[config.mk]
export PLATFORM = sky130hd
export DESIGN_NAME = fetch_prefetch_queue_flat
export DESIGN_NICKNAME = d
export VERILOG_FILES = /design/src/rtl/fetch_prefetch_queue_if.sv /design/src/rtl/fetch_prefetch_queue.sv /design/src/flat_wrapper.sv
export SDC_FILE = /design/constraint.sdc
export NUM_CORES = 1
export LEC_CHECK = 0
export CAP_MARGIN = 40
export CORE_MARGIN = 3
export CORE_UTILIZATION = 55
export CTS_CLUSTER_SIZE = 14
export DETAILED_ROUTE_END_ITERATION = 8
export PLACE_DENSITY = 0.8
export SYNTH_ARGS = -nofsm -noshare
export SYNTH_HDL_FRONTEND = slang
export SYNTH_SLANG_ARGS = --single-unit
[constraint.sdc]
create_clock -name i_clk -period 3.12 [get_ports i_clk]
set_input_delay 0.468 -clock i_clk [delete_from_list [all_inputs] [get_ports i_clk]]
set_output_delay 0.468 -clock i_clk [all_outputs]
set_load 0.005 [all_outputs]
[src/rtl/fetch_prefetch_queue_if.sv]
// Fetch front-end bundle: instruction-memory read port, redirect request and decode handshake.
// "master" is the fetch unit; "slave" is the memory/decode environment around it.
interface fetch_prefetch_queue_if #(
  parameter int ADDR_W = 32,
  parameter int DATA_W = 32,
  parameter int DEPTH  = 4
);
  localparam int CNT_W = $clog2(DEPTH + 1);

  logic              o_imem_en;
  logic [ADDR_W-1:0] o_imem_addr;
  logic [DATA_W-1:0] i_imem_data;
  logic              i_redirect;
  logic [ADDR_W-1:0] i_redirect_pc;
  logic              o_valid;
  logic [DATA_W-1:0] o_instr;
  logic [ADDR_W-1:0] o_pc;
  logic              i_ready;
  logic [CNT_W-1:0]  o_count;

  modport master (
    output o_imem_en, o_imem_addr, o_valid, o_instr, o_pc, o_count,
    input  i_imem_data, i_redirect, i_redirect_pc, i_ready
  );

  modport slave (
    input  o_imem_en, o_imem_addr, o_valid, o_instr, o_pc, o_count,
    output i_imem_data, i_redirect, i_redirect_pc, i_ready
  );
endinterface

[src/rtl/fetch_prefetch_queue.sv]
// Sequential-PC prefetcher for a 1-cycle-latency instruction memory, buffering {pc, instr}
// in a DEPTH-entry first-word-fall-through queue; redirect flushes the queue and in-flight read.
module fetch_prefetch_queue #(
  parameter int              ADDR_W   = 32,
  parameter int              DATA_W   = 32,
  parameter int              DEPTH    = 4,
  parameter logic [ADDR_W-1:0] RESET_PC = '0,
  parameter int              PC_STEP  = 4
) (
  input logic                  i_clk,
  input logic                  i_rst,
  fetch_prefetch_queue_if.master bus
);
  localparam int PTR_W = $clog2(DEPTH);
  localparam int CNT_W = $clog2(DEPTH + 1);

  typedef struct packed {
    logic [ADDR_W-1:0] pc;
    logic [DATA_W-1:0] instr;
  } entry_t;

  logic [ADDR_W-1:0] fpc;
  logic [ADDR_W-1:0] req_pc;
  logic              inflight;
  logic              kill;
  logic [PTR_W-1:0]  rd_ptr;
  logic [PTR_W-1:0]  wr_ptr;
  logic [CNT_W-1:0]  count;
  entry_t            mem [DEPTH];

  logic [CNT_W:0] committed;
  logic           issue;
  logic           push;
  logic           pop;
  entry_t         head;

  // Slots already promised to an outstanding read count as occupied; a same-cycle pop is not credited.
  assign committed = {1'b0, count} + (CNT_W+1)'(inflight);
  assign issue     = !i_rst && !bus.i_redirect && (committed < (CNT_W+1)'(DEPTH));
  assign push      = inflight && !kill;
  assign pop       = bus.o_valid && bus.i_ready;
  assign head      = mem[rd_ptr];

  assign bus.o_imem_en   = issue;
  assign bus.o_imem_addr = fpc;
  assign bus.o_valid     = (count != '0);
  assign bus.o_instr     = head.instr;
  assign bus.o_pc        = head.pc;
  assign bus.o_count     = count;

  // NOTE: sequential state uses non-blocking assignments so every register samples pre-edge values.
  always_ff @(posedge i_clk or posedge i_rst) begin
    if (i_rst) begin
      fpc      <= RESET_PC;
      req_pc   <= RESET_PC;
      inflight <= 1'b0;
      kill     <= 1'b0;
      rd_ptr   <= '0;
      wr_ptr   <= '0;
      count    <= '0;
    end else if (bus.i_redirect) begin
      // Flush wins over any push/pop this cycle; the last redirect seen sets the target.
      fpc      <= bus.i_redirect_pc;
      inflight <= 1'b0;
      kill     <= inflight;
      rd_ptr   <= '0;
      wr_ptr   <= '0;
      count    <= '0;
    end else begin
      if (issue) begin
        fpc    <= fpc + ADDR_W'(PC_STEP);
        req_pc <= fpc;
      end
      inflight <= issue;
      kill     <= 1'b0;
      if (push) wr_ptr <= wr_ptr + PTR_W'(1);
      if (pop)  rd_ptr <= rd_ptr + PTR_W'(1);
      case ({push, pop})
        2'b10:   count <= count + CNT_W'(1);
        2'b01:   count <= count - CNT_W'(1);
        default: count <= count;
      endcase
    end
  end

  // NOTE: queue storage has no reset; count/pointers alone define which entries are meaningful.
  always_ff @(posedge i_clk) begin
    if (push && !bus.i_redirect) mem[wr_ptr] <= '{pc: req_pc, instr: bus.i_imem_data};
  end

  a_count_bound : assert property (@(posedge i_clk) disable iff (i_rst) count <= CNT_W'(DEPTH));
  a_no_push_full : assert property (@(posedge i_clk) disable iff (i_rst)
                                    !(push && count == CNT_W'(DEPTH)));
endmodule
[src/flat_wrapper.sv]
// flat-port wrapper written by rule: the top's interface ports become plain ports
module fetch_prefetch_queue_flat 
#(
  parameter int              ADDR_W   = 32,
  parameter int              DATA_W   = 32,
  parameter int              DEPTH    = 4,
  parameter logic [ADDR_W-1:0] RESET_PC = '0,
  parameter int              PC_STEP  = 4
)
  (i_clk, i_rst, bus_o_imem_en, bus_o_imem_addr, bus_o_valid, bus_o_instr, bus_o_pc, bus_o_count, bus_i_imem_data, bus_i_redirect, bus_i_redirect_pc, bus_i_ready);
  fetch_prefetch_queue_if #(.ADDR_W(ADDR_W), .DATA_W(DATA_W), .DEPTH(DEPTH)) bus_i ();
  input logic i_clk;
  input logic i_rst;
  output wire logic [$bits(bus_i.o_imem_en)-1:0] bus_o_imem_en;
  output wire logic [$bits(bus_i.o_imem_addr)-1:0] bus_o_imem_addr;
  output wire logic [$bits(bus_i.o_valid)-1:0] bus_o_valid;
  output wire logic [$bits(bus_i.o_instr)-1:0] bus_o_instr;
  output wire logic [$bits(bus_i.o_pc)-1:0] bus_o_pc;
  output wire logic [$bits(bus_i.o_count)-1:0] bus_o_count;
  input wire logic [$bits(bus_i.i_imem_data)-1:0] bus_i_imem_data;
  input wire logic [$bits(bus_i.i_redirect)-1:0] bus_i_redirect;
  input wire logic [$bits(bus_i.i_redirect_pc)-1:0] bus_i_redirect_pc;
  input wire logic [$bits(bus_i.i_ready)-1:0] bus_i_ready;
  assign bus_o_imem_en = bus_i.o_imem_en;
  assign bus_o_imem_addr = bus_i.o_imem_addr;
  assign bus_o_valid = bus_i.o_valid;
  assign bus_o_instr = bus_i.o_instr;
  assign bus_o_pc = bus_i.o_pc;
  assign bus_o_count = bus_i.o_count;
  assign bus_i.i_imem_data = bus_i_imem_data;
  assign bus_i.i_redirect = bus_i_redirect;
  assign bus_i.i_redirect_pc = bus_i_redirect_pc;
  assign bus_i.i_ready = bus_i_ready;
  fetch_prefetch_queue #(.ADDR_W(ADDR_W), .DATA_W(DATA_W), .DEPTH(DEPTH), .RESET_PC(RESET_PC), .PC_STEP(PC_STEP)) u_core (.i_clk(i_clk), .i_rst(i_rst), .bus(bus_i));
endmodule
==> flow_summary.yaml <==
clock_network:
  post_cts_resized: 0
  clk_pin_slew_worst_paths_ps: 70
  cts_buffers: 34
  clock-sinks: 329
  cts_setup_buffers: 0
  cts_htree_levels: 2
  cts_root_buf: "clkbuf_16"
  cts_hold_buf: 0
  clk_latency_ps: 510
  clockBufferDepth: 3
  cts_tree: "yes"
layout:
  insertedDiodeCount: 0
  area_delta_synth_final_pct: 25.8
  drive_gt1_share_pct: 17.0
  seq_area_um2: 9520
  fillerInstances: 1450
  nets: 997
  multi_input_area_um2: 3170
placed_design:
  io_buffers: 168
  dpl_worst_slack_ps: 657
  place.gp.congestion: 0.893
  dp_hpwl_mm: 16.8
global_route:
  grt_first_pass_wirelength_mm: 42.8
  grt_util_all_layers_pct: 21.3
  antenna_found_initial: 0
  grt_pass1_vias: 7483
  grt_start_max_net_pins: 58
  grt_overflow: 0
sta:
  finalHoldViolCount: 0
  setup_slack_ps: 182
  slew_headroom_pct: 52.5
  layout_min_cycle_time_ps: 2940
  skew_ps: 20.3
  timing.fmax_mhz: 340
  rsz0062_at_grt: "false"
  setup_violations: 0
  finalCritPeriodShare_pct: 94.2
  tightest_slew_ps: 709
  finalMaxSlewViolations: 0
  fin_setup_tns_ps: 0
yosys:
  synth_ff_type: "edfxtp_1"
  yosys_warnings: 0
  synth_seq_cells: 329
  synth_area_leader_cell: "edfxtp_1"
  async_flop_share_pct: 22.2
  yosysUniqueCellTypes: 54
  synth-edff-count: 256
  ys_top_cells_by_area: "edfxtp_1, dfrtp_1, mux4_2, nand2_1, a221o_1"
  syn_area_um2: 12800
  seq_area_frac_synth_pct: 74.1
  synth_top_area_share_pct: 59.9
  synth_area_per_cell_um2: 17.6
  syn-num-nets: 804
  netlist_instances: 730
min_path:
  worst_hold_path_type: "in -> async"
worst_setup_path:
  crit_path_max_fanout: 15
  critical_path_class: "reg -> out"
  start_kind: "flop"
  crit_arrival_ps: 2470
  crit_path_end_kind: "output port"
  cp.required_ps: 2650
floorplan:
  ios: 169
  initial_core_util_pct: 56.4
  die_y_um: 159
  die_w_um: 159
  core_um2: 22800
  row_count: 55
  dieArea_um2: 25200
power_and_ir_drop:
  max-vdd-ir-drop_mv: 0.776
  leakagePower_uw: 0.00564
  power_density_nw_per_um2: 729
drt:
  drt-pass1-iter-count: 5
  first_iter_violations: 464
  drc_errors: 0
  viasPerCell: 5.68
  drt-wirelength-per-cell_um: 20.8
  vias: 7162
  routed_wirelength_mm: 26.2
  drtAntennaViolNets: 0
job:
  cap_violations: 0
outcome:
  outcome: "completed"
-- synth_stat cells (2+ instances only) --
cell,number
nand3_1,11
nand2_1,126
buf_2,9
nor4_2,4
nor2b_1,9
dfrtp_1,73
nor2_1,18
a21oi_1,3
a311o_1,2
o211ai_1,4
nor3_2,2
a32oi_1,2
o21ai_0,16
and3_1,5
nand4_1,4
mux2i_1,5
a221o_1,8
o221ai_1,2
o311ai_1,4
and2_1,8
o21ai_1,3
nand3_2,2
clkbuf_1,18
nor3_1,6
nand3b_1,2
mux4_2,64
ha_1,5
xnor2_1,9
a21o_1,2
edfxtp_1,256
mux2_2,2
buf_1,7
nand2b_1,6
or4_1,2
a22oi_1,5
inv_1,6
o311ai_0,3
-- metrics by stage --
stage	instances	power [uW]	cell area (um2)	utilization, %	hold slack, ps
finish	1260	11800	16100	70.9	433
detailed placement	1200	7960	15100	66.1	498
floorplan	730	6720	12800	-	476
global route	1260	12300	16100	70.9	467
global placement	1200	7900	15100	66.1	480
CTS	1260	11900	16100	70.9	434
-- layout make-up --
class	instances	area share [%]
clock buffers	46	5.74
clock inverters	14	1.01
inverters	7	0.170
multi-input cells	360	19.6
flip-flops and latches	329	59.0
well taps	313	2.43
repair buffers	191	12.1
-- power breakdown --
group | total [uW] | switching (uW) | internal, uW
Clock | 3920 | 1580 | 2350
Sequential | 5680 | 447 | 5230
Combinational | 2170 | 847 | 1320
-- worst max-delay path, cell delays in order (launching register included) --
cell             delay (ps)
dfrtp_4                 660
buf_4                   310
mux4_2                  530
clkdlybuf4s50_1         480
-- routing by layer --
layer	global-route usage [%]	wire, um
met1	30.5	11200
met2	33.4	12400
met3	5.48	2000
met4	5.69	546
met5	0	0
-- registers in the layout (all words and copies together) (netlist names) --
name,count
u_core.mem,256
u_core.bus.o_imem_addr,32
u_core.req_pc,32
u_core.bus.o_count,3
u_core.rd_ptr,2
u_core.wr_ptr,2
u_core.inflight,1
u_core.kill,1
-- kinds of logic (layout without fill, tap and decap cells) --
| kind of cell | after synthesis | after routing | share of synthesized area (%) |
|---|---|---|---|
| AOI/OAI and AO/OA | 57 | 57 | 3.24 |
| DFF | 329 | 329 | 74.1 |
| buffers and inverters | 41 | 258 | 1.29 |
| muxes | 71 | 71 | 11.8 |
| xor gates and xnor gates | 10 | 10 | 0.682 |
| adders and majority gates | 6 | 6 | 0.643 |
| and+or+nand+nor | 216 | 216 | 8.24 |
-- path summary, 6_finish.rpt --
kind	from	endpoint	slack, ps	depth (start not counted)
setup / recovery	u_core.rd_ptr[0]	bus_o_pc[28]	180	3
hold / removal	i_rst	u_core.bus.o_imem_addr[26]	430	3
setup reg to reg	u_core.bus.o_imem_addr[2]	u_core.bus.o_imem_addr[20]	840	6
hold reg to reg	u_core.req_pc[21]	u_core.mem[3][53]	500	0
max in group asynchronous	i_rst	u_core.rd_ptr[0]	2290	3
min in group i_clk	u_core.req_pc[21]	u_core.mem[3][53]	500	0
-- placed cells by master, fill, tap and decap left out, types with 5 or more instances in the layout --
master / n
nand2b_1: 6
nand3_1: 11
nor2b_1: 9
clkinv_2: 5
ha_1: 5
buf_4: 15
nor2_1: 18
inv_1: 5
dfrtp_1: 71
clkbuf_16: 35
and3_1: 5
nor3_1: 6
clkdlybuf4s50_1: 167
mux4_2: 64
edfxtp_1: 256
nand2_1: 126
clkbuf_1: 10
mux2i_1: 5
buf_12: 8
o21ai_0: 16
xnor2_1: 9
a221o_1: 8
a22oi_1: 5
(Power assumes the default switching activity.)
